[config.mk]
export PLATFORM = sky130hd
export DESIGN_NAME = fp_align_stage
export DESIGN_NICKNAME = d
export VERILOG_FILES = /design/src/rtl/fpu_pkg.sv /design/src/rtl/align_rshift_sticky.sv /design/src/rtl/fp_align_stage.sv
export SDC_FILE = /design/constraint.sdc
export NUM_CORES = 1
export LEC_CHECK = 0
export CELL_PAD_IN_SITES_DETAIL_PLACEMENT = 0
export CELL_PAD_IN_SITES_GLOBAL_PLACEMENT = 2
export CORE_MARGIN = 4
export CORE_UTILIZATION = 34
export DETAILED_ROUTE_END_ITERATION = 12
export PLACE_DENSITY = 0.91
export SYNTH_ARGS = -nofsm -noshare
export SYNTH_HDL_FRONTEND = slang
export SYNTH_SLANG_ARGS = --single-unit
[constraint.sdc]
create_clock -name clk -period 4.15 [get_ports clk]
set_input_delay 1.245 -clock clk [delete_from_list [all_inputs] [get_ports clk]]
set_output_delay 1.245 -clock clk [all_outputs]
set_load 0.005 [all_outputs]
[src/rtl/fpu_pkg.sv]
// ---------------------------------------------------------------------------
// fpu_pkg
// Shared constants and types for the single-precision add/sub datapath.
// Used by the pre-add alignment stage and the post-add normalisation logic.
//   EXP_W / MAN_W : exponent and stored-fraction widths (IEEE-754 single)
//   BIAS          : exponent bias
//   GRS_W         : guard/round/sticky bits appended below the mantissa
//   fp_unpacked_t : {sign, exp, mantissa including hidden bit}
//   fp_class_e    : operand class used for special-value detection
// ---------------------------------------------------------------------------
package fpu_pkg;

  localparam int EXP_W = 8;
  localparam int MAN_W = 23;
  localparam int BIAS  = 127;
  localparam int GRS_W = 3;

  typedef struct packed {
    logic             sign;
    logic [EXP_W-1:0] exp;
    logic [MAN_W:0]   mant;
  } fp_unpacked_t;

  typedef enum logic [2:0] {
    FP_ZERO   = 3'd0,
    FP_DENORM = 3'd1,
    FP_NORMAL = 3'd2,
    FP_INF    = 3'd3,
    FP_NAN    = 3'd4
  } fp_class_e;

endpackage

[src/rtl/align_rshift_sticky.sv]
// ---------------------------------------------------------------------------
// align_rshift_sticky
// Combinational right shifter with sticky reduction. Every bit that falls
// off the bottom of the W-bit window is ORed into bit 0 of the result, so
// the lowest bit acts as the sticky bit. Shifts of W or more flush the
// whole word into the sticky position. Shared with the normalisation
// right-shift path.
// Ports:
//   data_in  [W-1:0]   value to shift
//   shamt    [SHW-1:0] right-shift amount
//   data_out [W-1:0]   shifted value with sticky in bit 0
// ---------------------------------------------------------------------------
module align_rshift_sticky
  import fpu_pkg::*;
#(
  parameter int W   = fpu_pkg::MAN_W + fpu_pkg::GRS_W + 1,
  parameter int SHW = fpu_pkg::EXP_W
) (
  input  logic [W-1:0]   data_in,
  input  logic [SHW-1:0] shamt,
  output logic [W-1:0]   data_out
);

  logic [2*W-1:0] wide;
  logic           sticky;
  logic           flush;

  // The input is placed in the upper half of a double-width word so that a
  // single shift yields both the kept bits (upper half) and the bits that
  // were shifted out (lower half), which are reduced to the sticky bit.
  always_comb begin
    wide   = {data_in, {W{1'b0}}} >> shamt;
    sticky = |wide[W-1:0];
    flush  = (32'(shamt) >= 32'(W));
    if (flush) begin
      data_out = {{(W-1){1'b0}}, |data_in};
    end else begin
      data_out = {wide[2*W-1:W+1], wide[W] | sticky};
    end
  end

endmodule

[src/rtl/fp_align_stage.sv]
// ---------------------------------------------------------------------------
// fp_align_stage
// Pre-add operand alignment for the FPU add/sub datapath. Stage 1 unpacks
// both operands and orders them by magnitude; stage 2 right-shifts the
// smaller mantissa by the exponent difference, producing G/R/S bits.
// Two-stage valid/ready pipeline, one result per cycle, strict FIFO order.
//
// Optional build macro FP_ALIGN_SPECIAL_EN adds NaN/Inf/zero flags that
// travel with the data. Without it, all-ones exponents align as ordinary
// numbers.
//
// Ports:
//   clk, rst_n            clock, asynchronous active-low reset
//   in_valid / in_ready   operand handshake
//   op_a, op_b            IEEE-754 packed operands
//   out_valid / out_ready result handshake
//   big_sign, small_sign  signs of larger / smaller magnitude operand
//   exp_out               effective exponent of the larger operand
//   big_mant              larger mantissa including hidden bit
//   small_mant            aligned smaller mantissa {hidden, frac, G, R, S}
//   swapped               B was strictly larger than A
//   eff_sub               big_sign ^ small_sign
//   is_nan, is_inf, is_zero (FP_ALIGN_SPECIAL_EN only) special-value flags
// ---------------------------------------------------------------------------
module fp_align_stage
  import fpu_pkg::*;
#(
  parameter int EXP_W = fpu_pkg::EXP_W,
  parameter int MAN_W = fpu_pkg::MAN_W
) (
  input  logic                   clk,
  input  logic                   rst_n,
  input  logic                   in_valid,
  output logic                   in_ready,
  input  logic [EXP_W+MAN_W:0]   op_a,
  input  logic [EXP_W+MAN_W:0]   op_b,
  output logic                   out_valid,
  input  logic                   out_ready,
  output logic                   big_sign,
  output logic                   small_sign,
  output logic [EXP_W-1:0]       exp_out,
  output logic [MAN_W:0]         big_mant,
  output logic [MAN_W+3:0]       small_mant,
  output logic                   swapped,
  output logic                   eff_sub
`ifdef FP_ALIGN_SPECIAL_EN
  ,
  output logic                   is_nan,
  output logic                   is_inf,
  output logic                   is_zero
`endif
);

  localparam int SW = MAN_W + GRS_W + 1;

  // Same shape as fpu_pkg::fp_unpacked_t but sized by this module's
  // parameters so that non-default widths stay consistent.
  typedef struct packed {
    logic             sign;
    logic [EXP_W-1:0] exp;
    logic [MAN_W:0]   mant;
  } op_t;

  logic             s1_adv;
  logic             s2_adv;

  op_t              a_u;
  op_t              b_u;
  op_t              big_u;
  op_t              small_u;
  logic             b_gt_a;
  logic [EXP_W-1:0] diff;

  logic             s1_valid;
  logic             s1_big_sign;
  logic             s1_small_sign;
  logic [EXP_W-1:0] s1_exp;
  logic [MAN_W:0]   s1_big_mant;
  logic [MAN_W:0]   s1_small_mant;
  logic [EXP_W-1:0] s1_diff;
  logic             s1_swapped;

  logic [SW-1:0]    aligned;

  // Backpressure ripples from the output towards the input in the same
  // cycle, so a full pipeline can still accept a new pair while it emits.
  assign s2_adv   = !out_valid || out_ready;
  assign s1_adv   = !s1_valid || s2_adv;
  assign in_ready = s1_adv;

  // Unpack both operands. A zero exponent field means a denormal, which
  // sits at effective exponent 1 with no hidden bit. The magnitude compare
  // includes the hidden bit so a denormal never outranks an exponent-1
  // normal; ties keep A as the larger operand.
  always_comb begin
    a_u.sign = op_a[EXP_W+MAN_W];
    b_u.sign = op_b[EXP_W+MAN_W];
    a_u.exp  = (op_a[EXP_W+MAN_W-1:MAN_W] == '0) ? EXP_W'(1) : op_a[EXP_W+MAN_W-1:MAN_W];
    b_u.exp  = (op_b[EXP_W+MAN_W-1:MAN_W] == '0) ? EXP_W'(1) : op_b[EXP_W+MAN_W-1:MAN_W];
    a_u.mant = {|op_a[EXP_W+MAN_W-1:MAN_W], op_a[MAN_W-1:0]};
    b_u.mant = {|op_b[EXP_W+MAN_W-1:MAN_W], op_b[MAN_W-1:0]};
    b_gt_a   = {b_u.exp, b_u.mant} > {a_u.exp, a_u.mant};
    big_u    = b_gt_a ? b_u : a_u;
    small_u  = b_gt_a ? a_u : b_u;
    diff     = big_u.exp - small_u.exp;
  end

  // Stage 1 register: ordered operands and the alignment distance.
  always_ff @(posedge clk or negedge rst_n) begin
    if (!rst_n) begin
      s1_valid      <= 1'b0;
      s1_big_sign   <= 1'b0;
      s1_small_sign <= 1'b0;
      s1_exp        <= '0;
      s1_big_mant   <= '0;
      s1_small_mant <= '0;
      s1_diff       <= '0;
      s1_swapped    <= 1'b0;
    end else if (s1_adv) begin
      s1_valid <= in_valid;
      if (in_valid) begin
        s1_big_sign   <= big_u.sign;
        s1_small_sign <= small_u.sign;
        s1_exp        <= big_u.exp;
        s1_big_mant   <= big_u.mant;
        s1_small_mant <= small_u.mant;
        s1_diff       <= diff;
        s1_swapped    <= b_gt_a;
      end
    end
  end

  align_rshift_sticky #(
    .W   (SW),
    .SHW (EXP_W)
  ) u_shift (
    .data_in  ({s1_small_mant, {GRS_W{1'b0}}}),
    .shamt    (s1_diff),
    .data_out (aligned)
  );

  // Stage 2 register: these flops are the module outputs, so they only
  // change when the downstream side has taken the previous result.
  always_ff @(posedge clk or negedge rst_n) begin
    if (!rst_n) begin
      out_valid  <= 1'b0;
      big_sign   <= 1'b0;
      small_sign <= 1'b0;
      exp_out    <= '0;
      big_mant   <= '0;
      small_mant <= '0;
      swapped    <= 1'b0;
      eff_sub    <= 1'b0;
    end else if (s2_adv) begin
      out_valid <= s1_valid;
      if (s1_valid) begin
        big_sign   <= s1_big_sign;
        small_sign <= s1_small_sign;
        exp_out    <= s1_exp;
        big_mant   <= s1_big_mant;
        small_mant <= aligned;
        swapped    <= s1_swapped;
        eff_sub    <= s1_big_sign ^ s1_small_sign;
      end
    end
  end

`ifdef FP_ALIGN_SPECIAL_EN
  fp_class_e a_cls;
  fp_class_e b_cls;
  logic      sp_nan;
  logic      sp_inf;
  logic      sp_zero;
  logic      s1_nan;
  logic      s1_inf;
  logic      s1_zero;

  function automatic fp_class_e classify(input logic [EXP_W-1:0] e,
                                         input logic [MAN_W-1:0] f);
    if (&e)           return (|f) ? FP_NAN : FP_INF;
    else if (e == '0) return (|f) ? FP_DENORM : FP_ZERO;
    else              return FP_NORMAL;
  endfunction

  // Special classes are decided on the raw fields; Inf minus Inf under an
  // effective subtract has no defined result and is reported as NaN.
  always_comb begin
    a_cls   = classify(op_a[EXP_W+MAN_W-1:MAN_W], op_a[MAN_W-1:0]);
    b_cls   = classify(op_b[EXP_W+MAN_W-1:MAN_W], op_b[MAN_W-1:0]);
    sp_nan  = (a_cls == FP_NAN) || (b_cls == FP_NAN) ||
              ((a_cls == FP_INF) && (b_cls == FP_INF) &&
               (op_a[EXP_W+MAN_W] ^ op_b[EXP_W+MAN_W]));
    sp_inf  = ((a_cls == FP_INF) || (b_cls == FP_INF)) && !sp_nan;
    sp_zero = (a_cls == FP_ZERO) && (b_cls == FP_ZERO);
  end

  // Flags ride the same enables as the data so they stay paired with it.
  always_ff @(posedge clk or negedge rst_n) begin
    if (!rst_n) begin
      s1_nan  <= 1'b0;
      s1_inf  <= 1'b0;
      s1_zero <= 1'b0;
      is_nan  <= 1'b0;
      is_inf  <= 1'b0;
      is_zero <= 1'b0;
    end else begin
      if (s1_adv && in_valid) begin
        s1_nan  <= sp_nan;
        s1_inf  <= sp_inf;
        s1_zero <= sp_zero;
      end
      if (s2_adv && s1_valid) begin
        is_nan  <= s1_nan;
        is_inf  <= s1_inf;
        is_zero <= s1_zero;
      end
    end
  end
`endif

endmodule

# After elaboration in Yosys (flattened, before gate mapping)
# Cells that the tools add are included.
[classes]
n_addsub = 1
multipliers = 0
div_mod_pow = 0
n_lt_le_gt_ge = 2
eq_ne = 0
shifts = 1
muxes = 5
n_bitwise = 2
reduce_logical = 12
[ops]
columns = ["cell", "count"]
rows = [
  ["two-way mux 33 bit", 2],
  [">> shifter 54 x 8 -> 54 bit", 1],
  ["> comparator 32 bit", 1],
  ["two-way mux 27 bit", 1],
  ["OR reduction 27 bit", 1],
  ["OR reduction 24 bit", 1],
  ["zero test 8 bit", 2],
  ["two-way mux 8 bit", 2],
  ["OR reduction 8 bit", 2],
  [">= comparator 8 x 5 -> 1 bit, second input constant", 1],
  ["subtractor 8 bit", 1],
  ["AND reduction 2 bit", 2],
  ["zero test 1 bit", 2],
  ["logical OR 1 bit", 2],
  ["bitwise OR 1 bit", 1],
  ["XOR 1 bit", 1],
]
[word_totals]
reg_bits = 132
latchBits = 0
ramBits = 0
rom_bits = 0
inputBits = 68
output_inout_bits = 65
wordCells = 39
memories = 0

# Longest topological paths before layout
[depth]
word_depth = 5
depth_mapped = 15
ltp_nobuf = 13

# Cells and area by module
# A second synthesis with hierarchy kept.
[hier_totals]
hier_cells = 971
area_unflattened_um2 = 9056.2
[modules_own_cells]
columns = ["module", "instances", "cells_each", "area_per_inst_um2", "seq_area_each_um2"]
rows = [
  ["fp_align_stage", 1, 643, 6690.2, 3303.2],
  ["align_rshift_sticky", 1, 328, 2366.0, 0.0],
]

# Worst setup path before layout
# OpenSTA, ideal clock, no wires.
[synth_path]
path_type = "input to register"
start = "input port op_b[26]"
end = "register s1_diff[6]"
setup_ns = 0.104
t_arrival_ns = 4.508
required_ns = 4.046
slack_ns = -0.462
path_stages = 13
path_buffers = 0
cell_sequence = "or4_1 > nor3_1 > inv_1 > ha_1 > nand4_1 > or4_1 > nor2_1 > nand3_1 > a22oi_4 > mux2i_1 > a311oi_2 > or4b_1 > o311ai_1"
[synth_between]
elab_chain_len = 5
word_cells_on_any_way = 7
classes_between = "add/sub (1); order compare (1); mux (3); reduce/logical (2)"
[synth_lines]
columns = ["item", "line_no", "rtl"]
rows = [
  ["start, declared", "fp_align_stage.sv:36", "input logic [EXP_W+MAN_W:0] op_b,"],
  ["zero test 8 bit", "fp_align_stage.sv:99", "b_u.exp = (op_b[EXP_W+MAN_W-1:MAN_W] == '0) ? EXP_W'(1) : op_b[EXP_W+MAN_W-1:MAN_W];"],
  ["two-way mux 8 bit", "fp_align_stage.sv:99", ""],
  ["> comparator 32 bit", "fp_align_stage.sv:102", "b_gt_a = {b_u.exp, b_u.mant} > {a_u.exp, a_u.mant};"],
  ["two-way mux 33 bit, on equally long branches", "fp_align_stage.sv:103, fp_align_stage.sv:104", ""],
  ["subtractor 8 bit *", "fp_align_stage.sv:105", "diff = big_u.exp - small_u.exp;"],
  ["end signal, assigned", "fp_align_stage.sv:127", "s1_diff <= diff;"],
  ["end, declared", "fp_align_stage.sv:80", "logic [EXP_W-1:0] s1_diff;"],
]
# Every way passes the cells marked *; elsewhere a longest branch is shown, timed or not.
# A chain may end at the register's enable or synchronous reset.

# Worst setup path in the final report
[layout_path]
start = "input port op_b[25]"
end = "register s1_diff[6]"
# Same word-level chain as after synthesis.

==> impl_metrics.ini <==
[floorplan]
io_pins = 133
initial_core_util_pct = 34.5
dieWidth_um = 168
core_area_um2 = 25200
die_y_um = 168
row_count = 58
die_area_um2 = 28100

[power_and_ir_drop]
p_leak_nw = 5.25
switching_share_pct = 35.0
p_clk_share_pct = 28.7
intPower_w = 0.00360
p_switching_w = 0.00194
p_per_area_nw_per_um2 = 470
power_frac_comb_pct = 38.8
vdd_drop_max_v = 0.000271
power.total_w = 0.00554
power_frac_seq_pct = 32.5

[detailed_routing]
num_vias = 7860
wl_per_cell_um = 17.2
drtIter0Drc = 546
drt-vias-per-instance = 5.26
postRouteAntennaNets = 0
routed_wl_mm = 25.7
dr.pass1.iters = 5
drc = 0

[synth]
dominantRegCellSynth = dfrtp_1
post-synth-top-area-cell = dfrtp_1
avgSynthCellArea_um2 = 8.99
synth_top_area_share_pct = 38.1
synth_top_cells_by_count = nand2_1 (144), dfrtp_1 (132), o21ai_0 (108), mux2i_1 (70), a21oi_1 (64)
synthArstFlopShare_pct = 100
synth_most_common_cell = nand2_1
synth_area_um2 = 8680
syn_inst = 965
synth_cell_types = 66
ys_seq_elements = 132
syn-num-nets = 1064
synth-edff-count = 0
ys_top_cells_by_area = dfrtp_1 (38%), mux2i_1 (8.1%), nand2_1 (6.2%)
yosysWarnings = 0
synth-seq-area-share_pct = 38.1

[global_routing]
grt_pass1_wl_mm = 42.1
track_usage_pct = 18.2
grt_max_degree = 78
grt_overflow = 0
grt_pass1_vias = 7923
grt_antenna_before_repair = 0

[hold_path]
hold-path-cell-count = 2
hp-start = eff_sub
min_path_type = flip-flop to flip-flop
hold_end = eff_sub

[placement]
port_buffers = 132
dp_hpwl_mm = 18.9
gp_congestion = 0.881

[critical_path]
worstSetupPathType = input pin to flip-flop
worst_path_largest_cell_delay_ps = 560
worstPathCellList = buf_6, or4_4, nor3_4, inv_2, ha_4, buf_4, a21oi_2, o21ai_2, a221oi_2, o211ai_1, a22oi_4, mux2i_2, a311oi_2, or4b_1, o311ai_1
crit_slowest_cell = or4_4
worstSetupEndpointType = flip-flop
start_kind = input pin
rr_endpoint = small_mant[0]
reg2reg_depth = 9
r2r_setup_slack_ps = 740
crit_required_ps = 4460
cp_max_fo = 6
crit_arrival_ps = 4550
r2r-start = s1_diff[0]

[final_layout]
syn2layout_area_growth_pct = 35.6
diodes = 0
nets = 1252
utilization_pct = 46.7
drive_gt1_share_pct = 21.0

[clock_network]
path_clk_slew_ps = 60
ctsHoldBuffers = 0
cts_root_buf = clkbuf_16
tritoncts = done
htreeDepth = 4
numCtsBuffers = 17
clock_path_buffers = 2
clock_sinks = 132
clkLatencyLatePin_ps = 420

[sta]
worstMarginPinSlew_ps = 757
timing.fmax_mhz = 236
hold_viol_final = 0
layout_min_cycle_time_ps = 4240
maxSlewViolCount = 0
skew_ps = 11.8
setup_viol = 3
rsz0062_at_grt = true
relSlewSlack_pct = 49.5
timing.final.crit_share_pct = 102
layout_setup_ws_ps = -92.6

[run]
cap_violations = 0

[run_status]
outcome = complete, but fails checks
violations = setup timing
==> power by group through the flow <==
stage	logic, W	registers [W]	clock network (W)
floorplan	0.00131	0.00171	0
global placement	0.00208	0.00181	0
detailed placement	0.00210	0.00182	0
CTS	0.00212	0.00180	0.00162
global route	0.00237	0.00184	0.00168
finish	0.00215	0.00180	0.00159
==> critical path: cells and delay by family <==
family | cells | cell delay, ps
muxes | 1 | 120
adders and majority gates | 1 | 240
and+or+nand+nor | 3 | 1250
AOI/OAI and AO/OA | 7 | 1400
buffers and inverters | 3 | 300
==> per-stage QoR <==
stage / setup TNS [ps] / hold WS (ps) / worst slack [ps] / area (µm²) / cells
floorplan: -4330 / 446 / -303 / 8720 / 965
global route: -4100 / 506 / -195 / 11800 / 1495
global placement: -46810 / 465 / -805 / 10900 / 1454
CTS: -197 / 483 / -77.8 / 11600 / 1490
detailed placement: -51480 / 470 / -907 / 10900 / 1454
finish: -155 / 475 / -92.6 / 11800 / 1495
==> cells by family after synthesis <==
| logic type | synth area share (%) |
|---|---|
| flip-flops | 38.1 |
| multiplexers | 18.2 |
| AND/OR/NAND/NOR | 15.4 |
| XOR/XNOR | 0.706 |
| adder cells (fa/ha/maj) | 4.47 |
| AO/OA/AOI/OAI | 18.2 |
| buffers and inverters | 4.93 |
==> flip-flops by register name (all words and copies together), names as in the netlist, 8 cells and up <==
| register | count |
|---|---|
| big_mant | 24 |
| s1_small_mant | 24 |
| s1_exp | 8 |
| exp_out | 8 |
| s1_diff | 8 |
| small_mant | 27 |
| s1_big_mant | 24 |
==> worst max path at each step <==
stage / start / end / cells after the start
2_1_floorplan: op_b[26] / s1_diff[6] / 13
3_3_place_gp: op_b[26] / s1_small_mant[9] / 16
3_5_place_dp: op_b[26] / s1_diff[6] / 15
4_1_cts: op_b[24] / s1_diff[6] / 14
5_1_grt: op_b[25] / s1_diff[6] / 15
6_report: op_b[25] / s1_diff[6] / 15
==> per-layer routing <==
layer  part of all wire (%)  track usage (%)  vias to the layer above
li1                       -                -                     3863
met1                     47             25.8                     3744
met2                     46             28.5                      217
met3                    5.3             3.85                       36
met4                    1.7             4.62                        0
met5                      0                0                        -
==> area by class of cell <==
cell class | instances | area, µm²
clock buffers | 20 | 467
clock inverters | 11 | 148
fillers | 2388 | 13400
inverters | 40 | 150
multi-input cells | 722 | 5100
flip-flops and latches | 132 | 3300
well taps | 330 | 413
repair buffers | 240 | 2190
==> placed cells by master, fill, tap and decap left out, types with 4 or more instances in the layout <==
cell type	netlist	final
a21oi_1	64	62
inv_6	0	4
or2_2	4	4
mux2i_1	70	67
nand4_1	8	8
o21ai_0	108	106
dfrtp_1	132	131
clkdlybuf4s50_1	0	117
buf_12	0	4
buf_2	9	4
buf_6	0	5
a21o_1	6	6
or3_1	5	4
ha_1	31	29
buf_4	0	101
nand2b_1	10	10
o22ai_1	9	9
dlygate4sd2_1	0	6
nand3_1	19	17
xor2_1	4	4
nor4_1	14	12
nor3_1	7	6
o211ai_1	10	10
nor2b_1	7	7
mux2_2	46	46
a211oi_1	10	9
nor2_1	54	53
inv_1	38	36
a22o_1	8	8
clkbuf_16	0	18
nand2_1	144	142
o221ai_1	4	4
mux4_2	16	16
==> what timing repair did <==
item / in CTS / in global routing
pin swaps: 18 / 12
setup buffers: 5 / 4
gates cloned: 0 / 1
setup endpoints to repair: 66 / 61
resized for setup: 47 / 18
Power figures use the tool's default switching activity.
